[src/rtl/seq_det_pkg.sv]
// Shared definitions for the serial sequence-detection run controller.
//   - default widths for pattern, match counter and timeout counter
//   - len_w(): width needed to hold a pattern length of 0..pat_w
//   - one-hot controller state encoding
package seq_det_pkg;

  localparam int unsigned PAT_W_DEF = 8;
  localparam int unsigned CNT_W_DEF = 8;
  localparam int unsigned TO_W_DEF  = 16;

  // Length field must represent pat_w itself, hence the +1.
  function automatic int unsigned len_w(input int unsigned pat_w);
    return $clog2(pat_w) + 1;
  endfunction

  typedef enum logic [3:0] {
    ST_IDLE = 4'b0001,
    ST_ARM  = 4'b0010,
    ST_RUN  = 4'b0100,
    ST_DONE = 4'b1000
  } state_e;

endpackage

[src/rtl/seq_match_core.sv]
// Serial pattern matcher: bit history, saturating bits-seen counter and a
// length-masked comparator.
// Ports:
//   clk, rst      clock, async active-high reset
//   clear         synchronous clear of history and bits-seen counter
//   shift_en      accept din this cycle
//   din           serial data bit
//   pattern, len  pattern (bit len-1 first, bit 0 last) and its length
//   overlap       0: restart bits-seen after every match
//   match_c       combinational: the bit being shifted in completes a match
module seq_match_core
  import seq_det_pkg::*;
#(
  parameter  int unsigned PAT_W = PAT_W_DEF,
  localparam int unsigned LEN_W = len_w(PAT_W)
) (
  input  logic             clk,
  input  logic             rst,
  input  logic             clear,
  input  logic             shift_en,
  input  logic             din,
  input  logic [PAT_W-1:0] pattern,
  input  logic [LEN_W-1:0] len,
  input  logic             overlap,
  output logic             match_c
);

  // Only PAT_W-1 past bits are kept; the incoming bit completes the window.
  logic [PAT_W-2:0] hist_q, hist_d;
  logic [LEN_W-1:0] bits_q, bits_d;
  logic [PAT_W-1:0] window;
  logic [PAT_W-1:0] mask;
  logic [LEN_W-1:0] bits_new;

  // Window compare and next-state for history and bits-seen counter.
  always_comb begin
    hist_d   = hist_q;
    bits_d   = bits_q;
    window   = {hist_q, din};
    bits_new = (bits_q >= len) ? len : bits_q + LEN_W'(1);
    for (int unsigned i = 0; i < PAT_W; i++) begin
      mask[i] = (LEN_W'(i) < len);
    end
    match_c = shift_en && (bits_new >= len) && (((window ^ pattern) & mask) == '0);

    if (clear) begin
      hist_d = '0;
      bits_d = '0;
    end else if (shift_en) begin
      hist_d = window[PAT_W-2:0];
      bits_d = (match_c && !overlap) ? '0 : bits_new;
    end
  end

  always_ff @(posedge clk or posedge rst) begin
    if (rst) begin
      hist_q <= '0;
      bits_q <= '0;
    end else begin
      hist_q <= hist_d;
      bits_q <= bits_d;
    end
  end

endmodule

[src/rtl/seq_det_ctrl.sv]
// Run controller for the serial sequence-detection path. Latches pattern and
// run configuration on start, gates din into the matcher during RUN, counts
// matches and ends the run on target count, idle timeout or abort.
// Ports:
//   clk, rst                   clock, async active-high reset
//   cfg_pattern/len/overlap    matcher configuration (shadowed at start)
//   cfg_target, cfg_timeout    run end conditions, 0 = disabled
//   start, abort               run control
//   din, din_valid             serial input
//   busy, match, match_cnt     run status (registered)
//   done, timed_out, cfg_err   completion / error flags (registered)
module seq_det_ctrl
  import seq_det_pkg::*;
#(
  parameter  int unsigned PAT_W = PAT_W_DEF,
  parameter  int unsigned CNT_W = CNT_W_DEF,
  parameter  int unsigned TO_W  = TO_W_DEF,
  localparam int unsigned LEN_W = len_w(PAT_W)
) (
  input  logic             clk,
  input  logic             rst,
  input  logic [PAT_W-1:0] cfg_pattern,
  input  logic [LEN_W-1:0] cfg_len,
  input  logic             cfg_overlap,
  input  logic [CNT_W-1:0] cfg_target,
  input  logic [TO_W-1:0]  cfg_timeout,
  input  logic             start,
  input  logic             abort,
  input  logic             din,
  input  logic             din_valid,
  output logic             busy,
  output logic             match,
  output logic [CNT_W-1:0] match_cnt,
  output logic             done,
  output logic             timed_out,
  output logic             cfg_err
);

  state_e           state_q, state_d;
  logic [PAT_W-1:0] pat_q, pat_d;
  logic [LEN_W-1:0] len_q, len_d;
  logic             ovl_q, ovl_d;
  logic [CNT_W-1:0] tgt_q, tgt_d;
  logic [TO_W-1:0]  tmo_q, tmo_d;
  logic [TO_W-1:0]  idle_q, idle_d;
  logic [CNT_W-1:0] cnt_q, cnt_d;
  logic             busy_q, busy_d;
  logic             match_q, match_d;
  logic             done_q, done_d;
  logic             timed_out_q, timed_out_d;
  logic             cfg_err_q, cfg_err_d;

  logic             core_clear_c;
  logic             shift_en_c;
  logic             core_match_c;
  logic             len_ok_c;
  logic [CNT_W-1:0] cnt_inc_c;
  logic [TO_W-1:0]  idle_inc_c;

  seq_match_core #(.PAT_W(PAT_W)) u_core (
    .clk      (clk),
    .rst      (rst),
    .clear    (core_clear_c),
    .shift_en (shift_en_c),
    .din      (din),
    .pattern  (pat_q),
    .len      (len_q),
    .overlap  (ovl_q),
    .match_c  (core_match_c)
  );

  // Next-state and output logic.
  always_comb begin
    state_d      = state_q;
    pat_d        = pat_q;
    len_d        = len_q;
    ovl_d        = ovl_q;
    tgt_d        = tgt_q;
    tmo_d        = tmo_q;
    idle_d       = idle_q;
    cnt_d        = cnt_q;
    timed_out_d  = timed_out_q;
    match_d      = 1'b0;
    done_d       = 1'b0;
    cfg_err_d    = 1'b0;
    core_clear_c = 1'b0;
    shift_en_c   = (state_q == ST_RUN) && din_valid && !abort;
    len_ok_c     = (cfg_len != '0) && (cfg_len <= LEN_W'(PAT_W));
    cnt_inc_c    = (&cnt_q) ? cnt_q : cnt_q + CNT_W'(1);
    idle_inc_c   = idle_q + TO_W'(1);

    unique case (state_q)
      ST_IDLE: begin
        if (start) begin
          if (len_ok_c) begin
            state_d = ST_ARM;
            pat_d   = cfg_pattern;
            len_d   = cfg_len;
            ovl_d   = cfg_overlap;
            tgt_d   = cfg_target;
            tmo_d   = cfg_timeout;
          end else begin
            cfg_err_d = 1'b1;
          end
        end
      end
      ST_ARM: begin
        if (abort) begin
          state_d = ST_IDLE;
        end else begin
          core_clear_c = 1'b1;
          cnt_d        = '0;
          idle_d       = '0;
          timed_out_d  = 1'b0;
          state_d      = ST_RUN;
        end
      end
      ST_RUN: begin
        if (abort) begin
          state_d = ST_IDLE;
        end else if (core_match_c) begin
          // A match restarts the idle window and outranks a coincident timeout.
          match_d = 1'b1;
          cnt_d   = cnt_inc_c;
          idle_d  = '0;
          if ((tgt_q != '0) && (cnt_inc_c == tgt_q)) begin
            state_d = ST_DONE;
            done_d  = 1'b1;
          end
        end else begin
          idle_d = idle_inc_c;
          if ((tmo_q != '0) && (idle_inc_c == tmo_q)) begin
            state_d     = ST_DONE;
            done_d      = 1'b1;
            timed_out_d = 1'b1;
          end
        end
      end
      ST_DONE: begin
        state_d = ST_IDLE;
      end
      default: begin
        state_d = ST_IDLE;
      end
    endcase

    busy_d = (state_d != ST_IDLE);
  end

  always_ff @(posedge clk or posedge rst) begin
    if (rst) begin
      state_q     <= ST_IDLE;
      pat_q       <= '0;
      len_q       <= '0;
      ovl_q       <= 1'b0;
      tgt_q       <= '0;
      tmo_q       <= '0;
      idle_q      <= '0;
      cnt_q       <= '0;
      busy_q      <= 1'b0;
      match_q     <= 1'b0;
      done_q      <= 1'b0;
      timed_out_q <= 1'b0;
      cfg_err_q   <= 1'b0;
    end else begin
      state_q     <= state_d;
      pat_q       <= pat_d;
      len_q       <= len_d;
      ovl_q       <= ovl_d;
      tgt_q       <= tgt_d;
      tmo_q       <= tmo_d;
      idle_q      <= idle_d;
      cnt_q       <= cnt_d;
      busy_q      <= busy_d;
      match_q     <= match_d;
      done_q      <= done_d;
      timed_out_q <= timed_out_d;
      cfg_err_q   <= cfg_err_d;
    end
  end

  assign busy      = busy_q;
  assign match     = match_q;
  assign match_cnt = cnt_q;
  assign done      = done_q;
  assign timed_out = timed_out_q;
  assign cfg_err   = cfg_err_q;

endmodule

[config.mk]
export PLATFORM = sky130hd
export DESIGN_NAME = seq_det_ctrl
export DESIGN_NICKNAME = d
export VERILOG_FILES = /design/src/rtl/seq_det_pkg.sv /design/src/rtl/seq_match_core.sv /design/src/rtl/seq_det_ctrl.sv
export SDC_FILE = /design/constraint.sdc
export NUM_CORES = 1
export LEC_CHECK = 0
export ABC_AREA = 0
export CAP_MARGIN = 20
export CORE_MARGIN = 3
export CORE_UTILIZATION = 40
export DETAILED_ROUTE_END_ITERATION = 10
export HOLD_SLACK_MARGIN = 0.15
export PLACE_DENSITY_LB_ADDON = 0.2
export SYNTH_ARGS = -nofsm -noshare
export SYNTH_HDL_FRONTEND = slang
export SYNTH_SLANG_ARGS = --single-unit
[constraint.sdc]
create_clock -name clk -period 10.7 [get_ports clk]
set_input_delay 1.605 -clock clk [delete_from_list [all_inputs] [get_ports clk]]
set_output_delay 1.605 -clock clk [all_outputs]
set_load 0.01 [all_outputs]
Yosys cells after proc, flatten, opt, wreduce, memory -nomap -nowiden
Cells that the tools add are included.

Output and inout port bits: 13. Register bits after elaboration: 81. Word-level logic and storage cells: 104. Input bits: 43.

Add/subtract/negate cells: 3. Multiplexer cells: 41. Bitwise gates (word level): 2. Reduce and logical (&&, ||, !) cells: 21. Eq/ne operators: 11. $lt $le $gt $ge: 11.

Operators by type and width (number): 16-bit 2-to-1 mux (3); 4-bit 2-to-1 mux (10); 8-bit 2-to-1 mux (4); 16-bit case mux with 2 select lines (1); 1-bit 2-to-1 mux (17); 16-bit by 1-bit adder with 16-bit output, second input constant (1); 16-bit == test (1); 3-bit by 4-bit less-than comparator with 1-bit output, first input constant (4); 8-bit case mux with 2 select lines (1); 16-bit nonzero test (1); 7-bit 2-to-1 mux (2); 4-bit case mux with 3 select lines (1); 8-bit by 1-bit adder with 8-bit output, second input constant (1); 8-bit AND (1); 8-bit == test (1); 4-bit >= comparator (2); 1-bit logical AND (8); 8-bit logical NOT (1); 1-bit by 4-bit less-than comparator with 1-bit output, first input constant (2); 2-bit by 4-bit less-than comparator with 1-bit output, first input constant (2); 2-bit != test, second input constant (4); 8-bit AND reduction (1); 8-bit nonzero test (1); 8-bit bitwise XOR (1); 15 further kinds (18).

Longest topological paths before layout
Gate-level depths: netlist of the first run.

Depth in word-level cells: 9. Depth in mapped cells: 18. Depth with buffers taken out: 16.

Hierarchy
A second synthesis of the first run with hierarchy kept.

Cell total of the unflattened synthesis: 541. Area, all modules: 4755.8 um^2.

By module, submodules not included: seq_det_ctrl (cells each 430, seq. area each 1752.9 um^2, area each 3798.6 um^2, instances 1); seq_match_core (cells each 111, seq. area each 275.3 um^2, area each 957.2 um^2, instances 1).

Least setup slack after synthesis of the first run
No wires, ideal clock.

Kind: reg2reg. From: register len_q[0]. To: register idle_q[11]. Buffers on the path: 1. Data arrival time: 3.338 ns. Cell stages (with the launch flop): 16. Setup time: 0.116 ns. Slack: 7.246 ns. Data required time: 10.584 ns. Clock period less this slack: 3.454 ns. Cells stage by stage: dfrtp_1 ha_1 nand2b_1 a21o_1 a21o_1 a21oi_1 mux2i_1 ha_1 nand2b_1 a211o_1 a21oi_1 a211oi_2 buf_6 nor2_4 nand2_1 o311ai_0.

Longest elaborated chain between the ends: 8. Elaborated cells on any way between the ends: 18. Those cells by class: order compare (10); mux (4); bitwise (1); reduce/logical (3).

Ends and longest elaborated chain: from (decl) (line seq_det_ctrl.sv:41) `logic [LEN_W-1:0] len_q, len_d;`; from (signal assigned) (line seq_det_ctrl.sv:168) `len_q <= len_d;`; 4-bit >= comparator (line seq_match_core.sv:40) `bits_new = (bits_q >= len) ? len : bits_q + LEN_W'(1);`; 4-bit 2-to-1 mux (line seq_match_core.sv:40); 4-bit >= comparator (line seq_match_core.sv:44) `match_c = shift_en && (bits_new >= len) && (((window ^ pattern) & mask) == '0);`; 1-bit logical AND (line seq_match_core.sv:44); 1-bit logical AND * (line seq_match_core.sv:44); 16-bit 2-to-1 mux * (line seq_det_ctrl.sv:121) `end else if (core_match_c) begin`; 16-bit 2-to-1 mux * (line seq_det_ctrl.sv:119) `if (abort) begin`; 16-bit case mux with 2 select lines * (line seq_det_ctrl.sv:92) `unique case (state_q)`; to (signal assigned) (line seq_det_ctrl.sv:172) `idle_q <= idle_d;`; to (decl) (line seq_det_ctrl.sv:45) `logic [TO_W-1:0] idle_q, idle_d;`.

Every way passes the cells marked *; elsewhere a longest branch is shown, timed or not. The select of a mux whose other input is x is not followed. A chain may end at the register's enable or synchronous reset.

Final worst setup path of the first run
Ends and elaborated chain as after synthesis.

==> reports/metrics.yaml, run 1 <==
final_layout:
  syn_to_final_growth_pct: 21.1
  fill_cells: 1080
  drive_gt1_frac: 0.0603
  antenna_cells: 0
  multi_input_area_um2: 2390
  final_util: 0.505
  register_area_um2: 2030
  fin_nets: 629
detailed_routing:
  vias: 3997
  avgViaCountPerCell: 5.55
  drc: 0
  ant_nets: 0
  wl_per_cell_um: 16.5
  drt-total-wl_um: 11900
  firstDrtPassIters: 4
  drtIter0Drc: 189
critical_path:
  cp.required_ps: 10930
  regToRegSetupSlack_ps: 6560
  r2r_end: "idle_q[11]$_DFFE_PP0P_"
  critPathKind: "reg -> reg"
  endpoint_kind: "register"
  crit-reg2reg-launch: "len_q[0]$_DFFE_PP0P_"
  crit_path_end: "idle_q[11]$_DFFE_PP0P_"
  crit_path_start: "len_q[0]$_DFFE_PP0P_"
  crit_arrival_ps: 4370
  crit_path_start_kind: "register"
  reg2reg_depth: 14
  critPathMaxFanout: 18
sta:
  finalMaxSlewViolations: 0
  max_slew.worst_pin.slew_ps: 947
  tns_ps: 0
  finClkSkew_ps: 8.87
  finalHoldViolations: 0
  finalSetupViolations: 0
  finalCritPeriodShare: 0.387
  max_freq_mhz: 241
  slew_headroom: 0.367
  grt_setup_unrepaired: "no"
  post-route-min-period_ps: 4140
floorplan:
  dieWidth_um: 113
  pin_count: 56
  initial_core_util: 0.417
  rows: 38
  dieArea_um2: 12800
  die_h_um: 113
  core_area_um2: 11000
logic_synthesis:
  synthesis.area_um2: 4590
  synth-seq-cells: 81
  ys_seq_area_frac: 0.441
  ys.flop_type: "dfrtp_1"
  synth_edf_count: 0
  synthCells: 531
  synth_warnings: 0
  synth_nets: 585
  ys_async_sr_fraction: 1.00
  synth.avg_cell_area_um2: 8.65
  synthDistinctLibCells: 64
global_routing:
  grtUsageTotal: 0.189
  grt_max_degree: 82
  grt_pass1_vias: 3822
  grt_overflow_total: 0
  antenna_found_initial: 0
  grt_pass1_wl_um: 19200
pwr:
  internal_power_uw: 648
  p_sw_frac: 0.302
  netSwitchingPower_uw: 280
  ir_worst_vdd_v: 0.0000838
  leakage_uw: 0.00255
  combPwrFrac: 0.213
  p_clk_frac: 0.350
  power_frac_seq: 0.438
  p_per_area_nw_per_um2: 167
cts:
  cts.path.max_buffers: 2
  clk_pin_slew_worst_paths_ps: 70
  numCtsBuffers: 9
  root_buffer: "clkbuf_16"
  ctsHoldBuffers: 0
  post_cts_buffers: 0
  ctsResizeCount: 0
  cts_sinks: 81
  cts_tree: "done"
  h-tree-depth: 3
  clock_latency_ps: 350
placed_design:
  gp_congestion: 0.874
  port-buffer-count: 55
  dp_hpwl_um: 8540
worst_hold_path:
  hold_path.class: "reg -> reg"
outcome:
  status: "finished, final reports clean"
flow_run:
  maxCapViolations: 0
[synth_stat cells, drive strengths merged (2+ instances only)]
| master | n | area, µm² |
|---|---|---|
| xnor2 | 17 | 149 |
| a31oi | 5 | 31.3 |
| a31o | 2 | 17.5 |
| or2 | 3 | 18.8 |
| xor2 | 22 | 193 |
| nor4 | 7 | 43.8 |
| a41oi | 3 | 26.3 |
| nor3b | 2 | 15.0 |
| dfrtp | 80 | 2000 |
| nand4 | 8 | 50.1 |
| ha | 11 | 138 |
| inv | 13 | 48.8 |
| and4 | 3 | 26.3 |
| mux2i | 5 | 50.1 |
| nor2 | 40 | 160 |
| buf | 9 | 66.3 |
| a211o | 2 | 17.5 |
| o211ai | 2 | 15.0 |
| o21ai | 33 | 165 |
| clkbuf | 17 | 63.8 |
| nor2b | 3 | 18.8 |
| a2111oi | 3 | 32.5 |
| or4 | 3 | 26.3 |
| a21o | 5 | 37.5 |
| a22o | 12 | 105 |
| nand3 | 19 | 108 |
| o21a | 2 | 15.0 |
| o31ai | 4 | 35.0 |
| and3 | 7 | 45.1 |
| a21oi | 14 | 70.1 |
| nor3 | 12 | 60.1 |
| nand2b | 6 | 37.5 |
| nand2 | 138 | 518 |
[through the flow]
step | cell area, µm² | cells | worst slack [ps] | hold WS [ps] | power (µW)
2_1_floorplan | 4590 | 531 | 7020 | 446 | 535
3_3_place_gp | 5210 | 702 | 6360 | 483 | 601
3_5_place_dp | 5220 | 703 | 6270 | 485 | 607
4_1_cts | 5540 | 719 | 6530 | 501 | 934
5_1_grt | 5570 | 720 | 6270 | 522 | 980
6_report | 5570 | 720 | 6560 | 499 | 928
[metal layers]
| layer | GRT usage | share of wire | vias up |
|---|---|---|---|
| met5 | 0 | 0 | - |
| met4 | 0.0577 | 0.012 | 0 |
| met3 | 0.0460 | 0.050 | 12 |
| met2 | 0.298 | 0.48 | 94 |
| met1 | 0.258 | 0.46 | 1960 |
| li1 | - | - | 1931 |
[worst min-delay path by stage]
stage	from	end	slack, ps	cells after the start
after floorplan	ovl_q$_DFFE_PP0P_	ovl_q$_DFFE_PP0P_	450	2
after global placement	pat_q[1]$_DFFE_PP0P_	pat_q[1]$_DFFE_PP0P_	480	2
after detailed placement	pat_q[1]$_DFFE_PP0P_	pat_q[1]$_DFFE_PP0P_	480	2
after CTS	pat_q[1]$_DFFE_PP0P_	pat_q[1]$_DFFE_PP0P_	500	2
after global routing	pat_q[6]$_DFFE_PP0P_	pat_q[6]$_DFFE_PP0P_	520	2
final	pat_q[6]$_DFFE_PP0P_	pat_q[6]$_DFFE_PP0P_	500	2
[cells in the final DEF (no fill, tap or decap), drive strengths merged, types with 3 or more instances in the layout]
cell | synthesis | final
mux2i | 5 | 5
nor4 | 7 | 7
nand4 | 8 | 8
dfrtp | 80 | 80
and3 | 7 | 7
o21ai | 33 | 33
inv | 13 | 12
buf | 9 | 4
nand3 | 19 | 19
xor2 | 22 | 22
nand2b | 6 | 6
o31ai | 4 | 4
a2111oi | 3 | 3
nor2b | 3 | 3
xnor2 | 17 | 17
a21o | 5 | 5
or4 | 3 | 3
nor3 | 12 | 12
nor2 | 40 | 40
ha | 11 | 11
a22o | 12 | 12
or2 | 3 | 3
a41oi | 3 | 3
clkbuf | 17 | 12
clkdlybuf4s50 | 0 | 55
a21oi | 14 | 14
a31oi | 5 | 5
and4 | 3 | 3
nand2 | 138 | 138
[area by class of cell]
| type | instances | share of cell area |
|---|---|---|
| Sequential cell | 81 | 0.364 |
| Clock buffer | 12 | 0.0479 |
| Timing Repair Buffer | 59 | 0.109 |
| Multi-Input combinational cell | 411 | 0.429 |
| Tap cell | 140 | 0.0315 |
| Clock inverter | 4 | 0.00899 |
| Inverter | 13 | 0.00899 |
[logic make-up (layout without fill, tap and decap cells)]
| kind of cell | count (synthesis) | after routing | synth area share |
|---|---|---|---|
| simple gates | 256 | 256 | 0.254 |
| buf+inv | 39 | 88 | 0.0389 |
| mux | 6 | 6 | 0.0133 |
| xor+xnor | 39 | 39 | 0.0743 |
| flops | 81 | 81 | 0.441 |
| fa+ha+maj | 11 | 11 | 0.0300 |
| compound gates | 99 | 99 | 0.148 |
[power groups by stage]
stage	Sequential [µW]	Combinational (µW)	Clock [µW]
floorplan	394	141	0
global placement	411	189	0
detailed placement	412	196	0
CTS	406	198	330
global route	414	221	346
finish	406	197	324
[worst max-delay path, cell delays in order (launching register included)]
cell      delay [ps]
dfrtp_1          470
ha_1             320
nand2b_1         140
a21o_1           180
a21o_1           170
a21oi_1          430
mux2i_1          320
ha_1             270
nand2b_1         140
a211o_1          280
a21oi_1          190
a211oi_2         170
nor2_4           420
nand2_1          190
o311ai_0         350
[sequential cells by signal (all words and copies together) (netlist names), 4 cells and up]
name	flops
len_q	4
match_cnt	8
state_q	4
tmo_q	16
tgt_q	8
u_core.bits_q	4
idle_q	16
pat_q	8
u_core.hist_q	7
(Power assumes the default switching activity.)
==> run 2, diff against run 1 <==
- clock period: 10.7 -> 3.77 ns (I/O delays scaled with it)
==> run 2 against run 1 <==
  * Clock skew shrank 1.9 ps
  * Worst setup slack lost 6300 ps
  * Non-clock buffer count grew 10
  * Sequential cell count is the same
  * Sequential share of layout area shrank 0.52 points
  * Clock power grew to 2.9 times the previous value
  * Die area is the same
  * Design area grew 1.4%
  * Global-route usage shrank 0.089 points
  * Via count grew 0.43%
  * Largest cell class unchanged
==> reports/metrics.yaml, run 2 (same netlist as run 1, synthesis figures left out) <==
outcome:
  status: "finished, final reports clean"  # unchanged
floorplan:
  dieArea_um2: 12800  # unchanged
  dieWidth_um: 113  # unchanged
  rows: 38  # unchanged
  pin_count: 56  # unchanged
  initial_core_util: 0.417  # unchanged
  core_area_um2: 11000  # unchanged
  die_h_um: 113  # unchanged
pwr:
  p_per_area_nw_per_um2: 471  # was 167 nW/µm²
  leakage_uw: 0.00260  # was 0.00255 µW
  ir_worst_vdd_v: 0.000334  # was 0.0000838 V
global_routing:
  grt_max_degree: 48  # was 82
  grtUsageTotal: 0.188  # was 0.189
  grt_pass1_wl_um: 19400  # was 19200 µm
  grt_pass1_vias: 3992  # was 3822
  grt_overflow_total: 0  # unchanged
  antenna_found_initial: 0  # unchanged
critical_path:
  endpoint_kind: "register"  # unchanged
  crit_arrival_ps: 3720  # was 4370 ps
  critPathMaxFanout: 9  # was 18
  critPathKind: "reg -> reg"  # unchanged
  crit_path_start_kind: "register"  # unchanged
  cp.required_ps: 4000  # was 10930 ps
detailed_routing:
  wl_per_cell_um: 15.8  # was 16.5 µm
  drt-total-wl_um: 11500  # was 11900 µm
  drtIter0Drc: 239  # was 189
  vias: 4014  # was 3997
  ant_nets: 0  # unchanged
  drc: 0  # unchanged
  firstDrtPassIters: 5  # was 4
  avgViaCountPerCell: 5.50  # was 5.55
final_layout:
  fin_nets: 639  # was 629
  antenna_cells: 0  # unchanged
  fill_cells: 1045  # was 1080
  syn_to_final_growth_pct: 22.9  # was 21.1%
  final_cell_mix: "nand2_1, dfrtp_1, clkdlybuf4s50_1, nor2_1, o21ai_0"  # unchanged
  fin_cells: 730  # was 720
  final_common_cell: "nand2_1"  # unchanged
  drive_gt1_frac: 0.0763  # was 0.0603
  reg_top3: "idle_q (16), tmo_q (16)"  # unchanged
sta:
  slew_headroom: 0.577  # was 0.367
  finalSetupViolations: 0  # unchanged
  post-route-min-period_ps: 3500  # was 4140 ps
  grt_setup_unrepaired: "no"  # unchanged
  finClkSkew_ps: 6.97  # was 8.87 ps
  finalHoldViolations: 0  # unchanged
  finalCritPeriodShare: 0.927  # was 0.387
  finalMaxSlewViolations: 0  # unchanged
  tns_ps: 0  # unchanged
  max_slew.worst_pin.slew_ps: 633  # was 947 ps
  max_freq_mhz: 286  # was 241 MHz
placed_design:
  dp_hpwl_um: 8460  # was 8540 µm
  gp_congestion: 0.886  # was 0.874
  placed_cells: 709  # was 703
  port-buffer-count: 55  # unchanged
flow_run:
  maxCapViolations: 0  # unchanged
cts:
  root_buffer: "clkbuf_16"  # unchanged
  cts_tree: "done"  # unchanged
  h-tree-depth: 3  # unchanged
  clk_pin_slew_worst_paths_ps: 60  # was 70 ps
  cts_sinks: 81  # unchanged
  ctsHoldBuffers: 0  # unchanged
  clock_latency_ps: 340  # was 350 ps
  cts.path.max_buffers: 2  # unchanged
  numCtsBuffers: 9  # unchanged
worst_hold_path:
  hold_path.class: "reg -> reg"  # unchanged
==> run 2: metrics by stage <==
stage	area, µm²	setup WS, ps	util	total power (µW)	hold slack (ps)
6_report	5650	274	0.512	2660	482
2_1_floorplan	4590	316	-	1520	446
3_3_place_gp	5270	159	0.478	1700	464
5_1_grt	5650	18.1	0.512	2820	521
4_1_cts	5600	66.6	0.508	2680	484
3_5_place_dp	5270	16.9	0.478	1720	471
==> run 2: where the power goes <==
| group | internal (µW) | switching (µW) | leakage, µW |
|---|---|---|---|
| sequential | 999 | 144 | 0.00106 |
| combinational | 282 | 291 | 0.00139 |
| clock | 597 | 347 | 0.000152 |
| total | 1880 | 781 | 0.00260 |
==> run 2: repair_timing <==
| item | in CTS | in global routing |
|---|---|---|
| buffers inserted | 0 | 5 |
| resized for setup | 1 | 4 |
| gates cloned | 0 | 0 |
| endpoints found under the setup margin | 7 | 25 |
| pin swaps | 0 | 2 |
==> run 2: path summary, 6_finish.rpt <==
check,startpoint,end,slack (ps),cells after the start
min in group asynchronous,rst,tmo_q[12]$_DFFE_PP0P_,620,2
setup / recovery,u_core.bits_q[0]$_DFFE_PP0P_,match_cnt[6]$_DFFE_PP0P_,270,17
max in group asynchronous,rst,state_q[0]$_DFF_PP1_,2460,3
setup reg to reg,u_core.bits_q[0]$_DFFE_PP0P_,match_cnt[6]$_DFFE_PP0P_,270,17
hold / removal,ovl_q$_DFFE_PP0P_,ovl_q$_DFFE_PP0P_,480,2
hold reg to reg,ovl_q$_DFFE_PP0P_,ovl_q$_DFFE_PP0P_,480,2
==> run 2: critical path: stages (launching register included) <==
cell      delay (ps)
dfrtp_1          390
inv_1             80
ha_1             260
nand2b_1         140
a21o_1           170
a21o_1           170
a21oi_1          150
buf_4            170
mux2i_1          250
ha_1             260
nand2b_1         140
a211o_1          300
a21oi_2          180
a211oi_4         100
nor2_4           210
buf_4            200
nor2_1            60
o22a_1           170
==> run 2: per-layer routing <==
layer | vias up | global-route usage | part of all wire
li1 | 1945 | - | -
met1 | 1938 | 0.244 | 0.44
met2 | 114 | 0.313 | 0.50
met3 | 17 | 0.0342 | 0.045
met4 | 0 | 0.0729 | 0.017
met5 | - | 0 | 0
==> run 2: layout make-up <==
type                            count  area [µm²]  area share
Tap cell                          140         175      0.0310
Inverter                           13        50.0     0.00887
Timing Repair Buffer               69         668       0.118
Sequential cell                    81        2030       0.359
Multi-Input combinational cell    411        2400       0.425
Clock inverter                      5        80.1      0.0142
Clock buffer                       11         243      0.0430
==> run 3, diff against run 2 <==
- SETUP_SLACK_MARGIN: unset -> 0.2
==> run 3 against run 2 <==
  * Sequential cell count did not move
  * Wire length rose by 6.2%
  * Sequential share of layout area fell by 1.3 points
  * Non-clock buffer count rose by 9
  * Core utilization rose by 1.9 points
  * Sequential power barely moved
  * Final cell count rose by 1.5%
  * Worst setup slack got worse by 15 ps
  * Register-to-register slack got worse by 20 ps
  * Largest power group unchanged
==> reports/metrics.yaml, run 3 (same netlist as run 1, synthesis figures left out) <==
outcome:
  status: "finished, final reports clean"  # unchanged
pwr:
  p_per_area_nw_per_um2: 471  # about the same
  ir_worst_vdd_v: 0.000344  # was 0.000334 V
  leakage_uw: 0.00267  # was 0.00260 µW
sta:
  finClkSkew_ps: 6.38  # was 6.97 ps
  max_slew.worst_pin.slew_ps: 639  # was 633 ps
  worst_hold_slack_ps: 497  # was 482 ps
  post-route-min-period_ps: 3510  # was 3500 ps
  finalHoldViolations: 0  # unchanged
  max_freq_mhz: 285  # was 286 MHz
  slew_headroom: 0.574  # was 0.577
  finalSetupViolations: 0  # unchanged
  finalMaxSlewViolations: 0  # unchanged
  tns_ps: 0  # unchanged
  grt_setup_unrepaired: "no"  # unchanged
  finalCritPeriodShare: 0.931  # was 0.927
  fin_ws_ps: 259  # was 274 ps
global_routing:
  antenna_found_initial: 0  # unchanged
  grt_overflow_total: 0  # unchanged
  grtUsageTotal: 0.189  # was 0.188
  grt_pass1_vias: 4004  # was 3992
  grt_max_degree: 48  # unchanged
  grt_pass1_wl_um: 19500  # was 19400 µm
detailed_routing:
  ant_nets: 0  # unchanged
  firstDrtPassIters: 5  # unchanged
  drc: 0  # unchanged
  wl_met3_um: 602  # was 515 µm
  drtIter0Drc: 244  # was 239
  drt-total-wl_um: 12200  # was 11500 µm
  wl_met1_um: 5350  # was 5090 µm
  wl_per_cell_um: 16.5  # was 15.8 µm
  wl_met2_um: 6020  # was 5700 µm
  avgViaCountPerCell: 5.57  # was 5.50
  highest_layer: "met4"  # unchanged
  vias: 4126  # was 4014
floorplan:
  dieWidth_um: 113  # unchanged
  rows: 38  # unchanged
  core_area_um2: 11000  # unchanged
  die_h_um: 113  # unchanged
  pin_count: 56  # unchanged
  dieArea_um2: 12800  # unchanged
  initial_core_util: 0.417  # unchanged
final_layout:
  fin_nets: 650  # was 639
  fill_cells: 1027  # was 1045
  final_util: 0.530  # was 0.512
  final_area_um2: 5850  # was 5650 µm²
  drive_gt1_frac: 0.118  # was 0.0763
  final_common_cell: "nand2_1"  # unchanged
  final_cell_mix: "nand2_1, dfrtp_1, clkdlybuf4s50_1, nor2_1, o21ai_0"  # unchanged
  syn_to_final_growth_pct: 27.3  # was 22.9%
  reg_top3: "idle_q (16), tmo_q (16)"  # unchanged
  antenna_cells: 0  # unchanged
critical_path:
  cp.required_ps: 4050  # was 4000 ps
  endpoint_kind: "register"  # unchanged
  critPathMaxFanout: 4  # was 9
  crit_path_start: "u_core.bits_q[0]$_DFFE_PP0P_"  # unchanged
  reg2reg_depth: 16  # was 17
  crit_arrival_ps: 3790  # was 3720 ps
  crit_path_start_kind: "register"  # unchanged
  critPathKind: "reg -> reg"  # unchanged
  r2r_end: "idle_q[9]$_DFFE_PP0P_"  # was match_cnt[6]$_DFFE_PP0P_
  crit_path_end: "idle_q[9]$_DFFE_PP0P_"  # was match_cnt[6]$_DFFE_PP0P_
  regToRegSetupSlack_ps: 260  # was 270 ps
  crit-reg2reg-launch: "u_core.bits_q[0]$_DFFE_PP0P_"  # unchanged
cts:
  cts.path.max_buffers: 2  # unchanged
  cts_tree: "done"  # unchanged
  root_buffer: "clkbuf_16"  # unchanged
  cts_sinks: 81  # unchanged
  ctsHoldBuffers: 0  # unchanged
  clock_latency_ps: 340  # about the same
  h-tree-depth: 3  # unchanged
  numCtsBuffers: 9  # unchanged
  clk_pin_slew_worst_paths_ps: 60  # about the same
placed_design:
  dp_hpwl_um: 8460  # unchanged
  dp_slack_ps: 16.9  # unchanged
  port-buffer-count: 55  # unchanged
  gp_congestion: 0.886  # unchanged
  dpl_cell_area_um2: 5270  # unchanged
worst_hold_path:
  hold_depth: 2  # unchanged
  hold_path.class: "reg -> reg"  # unchanged
flow_run:
  maxCapViolations: 0  # unchanged
## run 3: cell count changes in the layout (fill, tap and decap cells not counted), moves of 2 or more
cell	before	now
inv_2	0	2
o21ai_1	4	7
buf_6	0	5
buf_4	13	17
inv_1	12	10
a21oi_2	1	4
o21ai_0	29	24
a21oi_1	13	9
o21ai_2	0	2
## run 3: worst min-delay path by stage
stage                               from                    to  slack, ps
finish              pat_q[6]$_DFFE_PP0P_  pat_q[6]$_DFFE_PP0P_        500
global route        pat_q[4]$_DFFE_PP0P_  pat_q[4]$_DFFE_PP0P_        520
CTS                    ovl_q$_DFFE_PP0P_     ovl_q$_DFFE_PP0P_        480
detailed placement     ovl_q$_DFFE_PP0P_     ovl_q$_DFFE_PP0P_        470
global placement       ovl_q$_DFFE_PP0P_     ovl_q$_DFFE_PP0P_        460
floorplan              ovl_q$_DFFE_PP0P_     ovl_q$_DFFE_PP0P_        450
## run 3: critical path: stages, from the launching register on
cell      delay [ps]
dfrtp_1          430
inv_2            100
ha_4             190
nand2b_4         130
a21o_1           170
a21o_1           190
a21oi_2          160
buf_6            140
mux2i_4          230
ha_1             250
nand2b_1         140
a211o_1          290
a21oi_4          210
buf_6            130
a211oi_4          50
or4_1            550
nand3_1          100
## run 3: stage by stage
step | std cells | power [µW]
floorplan | 531 | 1520
CTS | 728 | 2690
finish | 741 | 2750
global placement | 709 | 1700
detailed placement | 709 | 1720
global route | 741 | 2910
## run 3: area by class of cell
type / count / area (µm²) / area share
clock inverter: 5 / 80.1 / 0.0137
inverter: 13 / 50.0 / 0.00855
multi-input combinational: 413 / 2520 / 0.431
sequential: 81 / 2030 / 0.347
timing repair buffer: 78 / 754 / 0.129
clock buffer: 11 / 243 / 0.0415
tap: 140 / 175 / 0.0299
## run 3: timing repair
action                     in CTS  in global routing
setup endpoints to repair      29                 32
gates cloned                    0                  2
setup buffers                   3                 11
pin swaps                       1                  9
resized for setup               3                 32
## run 3: layer usage
metal	up-vias	track usage
met5	-	0
met4	0	0.0729
met3	22	0.0348
met2	137	0.316
met1	1997	0.242
li1	1970	-
## run 3: where the power goes
part	internal [µW]	switching [µW]	total [µW]
clock network	597	350	947
logic	327	334	661
registers	999	147	1150
total	1920	831	2750
